### config.mk
export PLATFORM = sky130hd
export DESIGN_NAME = iq_demod
export DESIGN_NICKNAME = d
export VERILOG_FILES = /design/src/rtl/iq_demod.sv
export SDC_FILE = /design/constraint.sdc
export NUM_CORES = 2
export LEC_CHECK = 0
export ABC_AREA = 1
export ABC_CLOCK_PERIOD_IN_PS = 6260
export BUFFER_PORTS_ARGS = -buffer_cell sky130_fd_sc_hd__buf_2
export CAP_MARGIN = 20
export CORE_AREA = 5 5 297 299
export DETAILED_ROUTE_END_ITERATION = 8
export DIE_AREA = 0 0 302 304
export PLACE_DENSITY = 0.66
export SLEW_MARGIN = 20
export SYNTH_ARGS = -nofsm -noshare
export SYNTH_HDL_FRONTEND = slang
export SYNTH_SLANG_ARGS = --single-unit
### constraint.sdc
create_clock -name clk -period 6.26 [get_ports clk]
set_input_delay 0.313 -clock clk [delete_from_list [all_inputs] [get_ports clk]]
set_output_delay 0.313 -clock clk [all_outputs]
set_load 0.01 [all_outputs]
### src/rtl/iq_demod.sv
`timescale 1ns/1ps
// IQ demodulator: mixes ADC samples with NCO cos/sin, sums DEC products per block,
// and hands each block sum downstream over a valid/ready port. Define IQ_DEMOD_SATURATE_EN to clamp.
//
// Output state | meaning
// -------------+-----------------------------------------------
// S_EMPTY      | no unconsumed result, valid_o=0
// S_FULL       | i_o/q_o hold a result awaiting ready_i
module iq_demod #(
  parameter int DEC   = 64,
  parameter int ACC_W = 48
) (
  input  logic                    clk,
  input  logic                    rst,
  input  logic                    tick,
  input  logic signed [15:0]      adc_i,
  input  logic signed [15:0]      cos_i,
  input  logic signed [15:0]      sin_i,
  output logic signed [ACC_W-1:0] i_o,
  output logic signed [ACC_W-1:0] q_o,
  output logic                    valid_o,
  input  logic                    ready_i,
  output logic                    overrun_o
);

  localparam int CNT_W = (DEC > 1) ? $clog2(DEC) : 1;
  localparam logic [CNT_W-1:0] CNT_LAST = CNT_W'(DEC - 1);

  typedef enum logic {S_EMPTY, S_FULL} out_state_t;

  logic signed [31:0]      pi;
  logic signed [31:0]      pq;
  logic                    tick_d;
  logic signed [ACC_W-1:0] acc_i;
  logic signed [ACC_W-1:0] acc_q;
  logic [CNT_W-1:0]        cnt;
  logic signed [ACC_W-1:0] sum_i;
  logic signed [ACC_W-1:0] sum_q;
  logic signed [ACC_W-1:0] dump_i;
  logic signed [ACC_W-1:0] dump_q;
  logic                    dump_v;
  out_state_t              state_q;
  out_state_t              state_d;
  logic                    load;
  logic                    ovr_set;

  function automatic logic signed [ACC_W-1:0] acc_add(input logic signed [ACC_W-1:0] a,
                                                      input logic signed [31:0] p);
`ifdef IQ_DEMOD_SATURATE_EN
    logic [ACC_W:0] s;
    s = {a[ACC_W-1], a} + {{(ACC_W-31){p[31]}}, p};
    // A mismatch between the two top bits means the true sum left the ACC_W range.
    if (s[ACC_W] != s[ACC_W-1])
      return s[ACC_W] ? {1'b1, {(ACC_W-1){1'b0}}} : {1'b0, {(ACC_W-1){1'b1}}};
    return s[ACC_W-1:0];
`else
    return a + {{(ACC_W-32){p[31]}}, p};
`endif
  endfunction

  always_ff @(posedge clk) begin
    if (!rst) begin
      pi     <= '0;
      pq     <= '0;
      tick_d <= 1'b0;
    end else begin
      tick_d <= tick;
      if (tick) begin
        pi <= adc_i * cos_i;
        pq <= adc_i * sin_i;
      end
    end
  end

  always_comb begin
    sum_i = acc_add(acc_i, pi);
    sum_q = acc_add(acc_q, pq);
  end

  // The dump result is staged one cycle so it reaches the output two edges after the last tick.
  always_ff @(posedge clk) begin
    if (!rst) begin
      acc_i  <= '0;
      acc_q  <= '0;
      cnt    <= '0;
      dump_i <= '0;
      dump_q <= '0;
      dump_v <= 1'b0;
    end else begin
      dump_v <= 1'b0;
      if (tick_d) begin
        if (cnt == CNT_LAST) begin
          dump_i <= sum_i;
          dump_q <= sum_q;
          dump_v <= 1'b1;
          acc_i  <= '0;
          acc_q  <= '0;
          cnt    <= '0;
        end else begin
          acc_i <= sum_i;
          acc_q <= sum_q;
          cnt   <= cnt + CNT_W'(1);
        end
      end
    end
  end

  always_comb begin
    state_d = state_q;
    load    = 1'b0;
    ovr_set = 1'b0;
    case (state_q)
      S_EMPTY: begin
        if (dump_v) begin
          load    = 1'b1;
          state_d = S_FULL;
        end
      end
      S_FULL: begin
        if (ready_i) begin
          if (dump_v) load = 1'b1;
          else        state_d = S_EMPTY;
        end else if (dump_v) begin
          ovr_set = 1'b1;
        end
      end
      default: state_d = S_EMPTY;
    endcase
  end

  always_ff @(posedge clk) begin
    if (!rst) begin
      state_q   <= S_EMPTY;
      i_o       <= '0;
      q_o       <= '0;
      overrun_o <= 1'b0;
    end else begin
      state_q <= state_d;
      if (load) begin
        i_o <= dump_i;
        q_o <= dump_q;
      end
      if (ovr_set) overrun_o <= 1'b1;
    end
  end

  assign valid_o = (state_q == S_FULL);

endmodule

Yosys cells after proc, flatten, opt, wreduce, memory -nomap -nowiden
Cells that the tools add are included.
- register bits after elaboration: 362
- bits of input ports: 52
- output and inout port bits: 98
- word-level logic and storage cells: 33
- add/subtract/negate cells: 3
- $mul: 2
- eq/ne operators: 1
- muxes and demuxes: 11
- bitwise logic cells: 1
- reductions and logical operators: 2
- operator list (operator ; count):
    48-bit adder ; 2
    48-bit 2-to-1 mux ; 2
    16-bit by 16-bit multiplier with 32-bit output ; 2
    6-bit by 1-bit adder with 6-bit output (second input constant) ; 1
    6-bit == test (second input constant) ; 1
    1-bit 2-to-1 mux ; 6
    6-bit 2-to-1 mux ; 1
    1-bit one-hot mux with 2 select lines ; 2
    2-bit AND reduction ; 2
    1-bit NOT ; 1

Longest topological paths before layout
- depth after elaboration: 3
- depth in mapped cells: 28
- depth with buffers taken out: 26

Least setup slack after synthesis
No wires, ideal clock.
- path kind: input to register
- from: input sin_i[3]
- to: register pq[31]
- library setup time: 109 ps
- arrival time: 5461 ps
- required time: 6151 ps
- path slack: 690 ps
- cell stages on the path: 24
- buffers on the path: 2
- path through: clkbuf_1 -> clkbuf_1 -> nand2_1 -> inv_1 -> fa_1 -> fa_1 -> fa_1 -> fa_1 -> inv_1 -> fa_1 -> inv_1 -> fa_1 -> ha_1 -> inv_1 -> nor3_1 -> nand2_1 -> nor2_1 -> nand2_1 -> nand3_1 -> inv_1 -> nand2_1 -> nand3_1 -> nand2_1 -> inv_1
- longest elaborated chain between the ends: 1
- ends and longest elaborated chain (item ; RTL line ; source):
    start: declaration ; 18 ; input logic signed [15:0] sin_i,
    16-bit by 16-bit multiplier with 32-bit output ; 70 ; pq <= adc_i * sin_i;
    end signal: assignment ; 70 ;
    end: declaration ; 32 ; logic signed [31:0] pq;
No other way between the ends.
A chain may end at the register's enable or synchronous reset.

Worst setup path after layout
- from: input adc_i[5]
- to: register pq[17]
- longest elaborated chain between the ends: 1
- ends and longest elaborated chain (item ; RTL line ; source):
    start: declaration ; 16 ; input logic signed [15:0] adc_i,
    16-bit by 16-bit multiplier with 32-bit output ; 70 ;
No other way between the ends.

==> summary.md <==
| Metric | Value |
|---|---|
| WL/cell | `around 16 um` |
| Fin cells | `between 7000 and 8000` |
| Tcrit/Tclk final | `around nine tenths` |
| Die X | `302 um` |
| Initial antenna violation count | `2` |
| Synth Area in Compound Gates | `6.26%` |
| Maxcap violations | `0` |
| Max stage delay cell, worst path | `fa_1` |
| Top post-synthesis cells by area | `fa_1 (25%), dfxtp_1 (17%), nand2_1 (16%)` |
| I/O pin count | `150` |
| Setup slack after layout | `approximately 0.63 ns` |
| Proportion of synthesized area in mux cells | `0%` |
| GR Overflow Total | `0` |
| Syn Inst Count | `between 6000 and 7000` |
| Largest net degree at the start of global routing | `96` |
| Simple-Gate Fraction of Synth Area | `27.4%` |
| Most frequent cell on the critical path | `inv_1` |
| Syn Nets | `roughly 7000` |
| WP buf/inv | `10` |
| DRT Wirelength | `122 mm` |
| Drt via density | `5.03` |
| Crit path kind | `in2reg` |
| Clk_skew | `approximately 0.018 ns` |
| Setup crit end kind | `flip-flop` |
| FP Rows | `around 110` |
| Initial core utilization | `49.8%` |
| Synth Area in Adders | `about 33%` |
| Ys async rst share | `0%` |
| Setup Fix Bufs, Post-CTS | `0` |
| Synth top area share | `between 20% and 30%` |
| H-tree levels | `2` |
| FF-to-FF End | `dump_q[20]` |
| Slowest stage delay, CP | `around 0.53 ns` |
| Synth unique cells | `48` |
| Cts bufs inserted | `40` |
| Setup violators final | `0` |
| CTS tree | `done` |
| Post-synth EDFFs | `0` |
| Clock Sinks | `about 360` |
| Placed cell count | `7349` |
| Worst-Skew Late Latency | `between 0.5 and 0.6 ns` |
| CP startpoint kind | `input pin` |
| CORE AREA | `84900 sq um` |
| Seq/Total Area, Yosys | `between 10% and 20%` |
| Crit path required time | `6.70 ns` |
| R2R Setup Slk | `2.96 ns` |
| Via count | `37400` |
| Die area | `~92000 sq um` |
| Critical R2R Launch | `cnt[1]` |
| Max frequency | `~180 MHz` |
| Crit-path cells | `buf_2 > buf_4 > nand2_1 > fa_1 > inv_1 > fa_1 > inv_1 > fa_1 > inv_1 > fa_1 > fa_1 > inv_1 > fa_1 > inv_1 > ha_1 > nand2_1 > o21ai_1 > inv_1 > nand3_1 > inv_1 > o21ai_1 > nor2_1 > o21ai_1 > inv_1` |
| Number of DRC markers in iteration 0 | `2626` |
| Worst-path fanout max | `24` |
| Post_cts resized | `0` |
| Root Buffer Master | `clkbuf_16` |
| WP data arrival | `6.07 ns` |
| Post-DRT Antenna Nets | `0` |
| Yosys top cell by area | `fa_1` |
| Synth Area in XOR/XNOR | `1.55%` |
| DRC | `0` |
| Post-Route Setup TNS | `0 ns` |
| Fillers | `~9000` |
| Largest family of logic cells by synthesized area | `adder cells` |
| HP Start | `ready_i` |
| Slew headroom | `roughly 28%` |
| Area Growth Syn to Fin | `7.63%` |
| RSZ-0062 raised after global routing | `no` |
| Worst-Margin Slew | `around 1.1 ns` |
| Vias in the first global route | `around 38000` |
| Final Max Slew Viols | `0` |
| Syn Std Cell Area | `about 42000 sq um` |
| Hold Path Class | `in2reg` |
| Synth Area per Inst | `6.82 sq um` |
| WHS Path Cells | `4` |
| DR pass1 iterations | `6` |
| Hold buffers post-CTS | `0` |
| Tot GR Track Use | `a little over a quarter` |
| PortBufs | `between 100 and 150` |
| Bufs on Longest Clock Path | `3` |
| R2R depth | `10` |
| Tmin final | `5.63 ns` |
| Gpl congestion | `around 0.98` |
| Detailed placement HPWL | `between 100 and 150 mm` |
| Fraction of layout cells with a size suffix above 1 | `7.01%` |
| Die H | `304 um` |
| Critical path's top delay family | `adder cells` |
| Top_reg_cell synth | `dfxtp_1` |
| Fin. Hold Viols | `0` |
| Worst hold endpoint | `valid_o` |
| Status | `finished, final reports clean` |
| Synth warnings | `0` |
| Final nets | `between 7000 and 8000` |
| CTS clk-pin slew, worst paths | `around 0.060 ns` |
| Place WS | `0.0685 ns` |
| First-pass GRT wire length | `199 mm` |
| Post-synthesis register bit count | `roughly 360` |
layout by cell type, fill, tap and decap left out, types with 53 or more instances in the layout:
| master | count |
|---|---|
| inv_1 | 1432 |
| dfxtp_1 | 362 |
| ha_1 | 259 |
| buf_4 | 65 |
| nand2_1 | 1822 |
| buf_2 | 148 |
| nand3_1 | 272 |
| a21oi_1 | 227 |
| o21ai_0 | 198 |
| fa_1 | 526 |
| nand4_1 | 53 |
| nor2_1 | 480 |
registers in the layout (all words and copies together) (netlist names):
| name | cells |
|---|---|
| acc_i | 48 |
| valid_o | 1 |
| i_o | 48 |
| tick_d | 1 |
| pq | 32 |
| pi | 32 |
| q_o | 48 |
| dump_q | 48 |
| dump_v | 1 |
| dump_i | 48 |
| overrun_o | 1 |
| acc_q | 48 |
| cnt | 6 |
per-layer routing:
layer	global-route usage, %	up-vias	part of all wire (%)
li1	-	18400	-
met5	0	-	0.011
met1	35.2	17900	43
met4	6.20	2	2.6
met3	2.73	174	5.0
met2	47.2	853	49
synth_stat cells, types with 2 or more instances:
library cell  instances
nand3_1             272
inv_2                28
o21bai_1              8
and2_1                2
inv_1              1432
o21a_1                4
a21boi_0              2
or2_2                17
nor3_2                8
nor3_1               21
buf_2                21
clkbuf_8              3
dfxtp_1             362
xor2_1               47
nor2_1              482
nand3b_1             30
nand3_2              11
a2bb2oi_1             2
xnor2_1              28
a21oi_1             227
nor2_2               35
buf_6                 2
or2_1                 6
clkinv_1              3
a32o_1                2
o22ai_1               2
a21oi_2               5
nand2_1            1823
nand4_1              53
a21o_1               10
fa_1                526
a31oi_1               3
buf_1                11
nor2_4                8
a22o_1               15
o221ai_1              3
nor4_1                4
o211ai_1              5
clkbuf_1            174
o21ai_1               3
ha_1                259
nand2_2              35
o21ai_0             198
per-stage QoR:
stage	area, sq um	utilization [%]	hold slack, ns
final	45500	53.6	0.0771
after global routing	45500	53.6	0.0762
after CTS	45500	53.6	0.0604
after detailed placement	44200	52.1	0.435
after global placement	44200	52.1	0.433
after floorplan	42300	-	0.421
worst reg2reg max path: cells and delay by family, from the launching register on:
kind,cells,cell delay (ns)
adders and majority gates,1,0.18
buffers and inverters,3,1.55
DFF,1,0.37
and+or+nand+nor,6,1.17
how the worst max path moves through the flow:
stage,startpoint,endpoint,slack [ns],depth (start not counted)
finish,adc_i[5],pq[17],0.63,24
CTS,adc_i[15],pi[31],0.64,22
global route,adc_i[15],pi[31],0.20,22
floorplan,sin_i[3],pq[31],0.69,24
detailed placement,adc_i[15],pi[31],0.07,22
global placement,adc_i[5],pq[17],0.04,24
cells by family (layout without fill, tap and decap cells):
logic type                 Yosys count  in the layout
AOI/OAI and AO/OA                  491            491
xor gates and xnor gates            75             75
adders and majority gates          785            785
buffers and inverters             1675           1754
DFF                                362            362
other                                0              1
and+or+nand+nor                   2809           2809
layout make-up:
cell class | instances | area (sq um) | share of cell area [%]
well taps | 1144 | 1430 | 3.15
multi-input cells | 4160 | 28700 | 63.1
clock inverters | 24 | 235 | 0.517
repair buffers | 219 | 1340 | 2.94
flip-flops and latches | 362 | 7250 | 15.9
diodes | 1 | 2.50 | 0.00550
inverters | 1464 | 5500 | 12.1
clock buffers | 47 | 1060 | 2.33
Power is not shown: default switching activity piles up to over one toggle a cycle in this logic, so the estimate is an artifact.
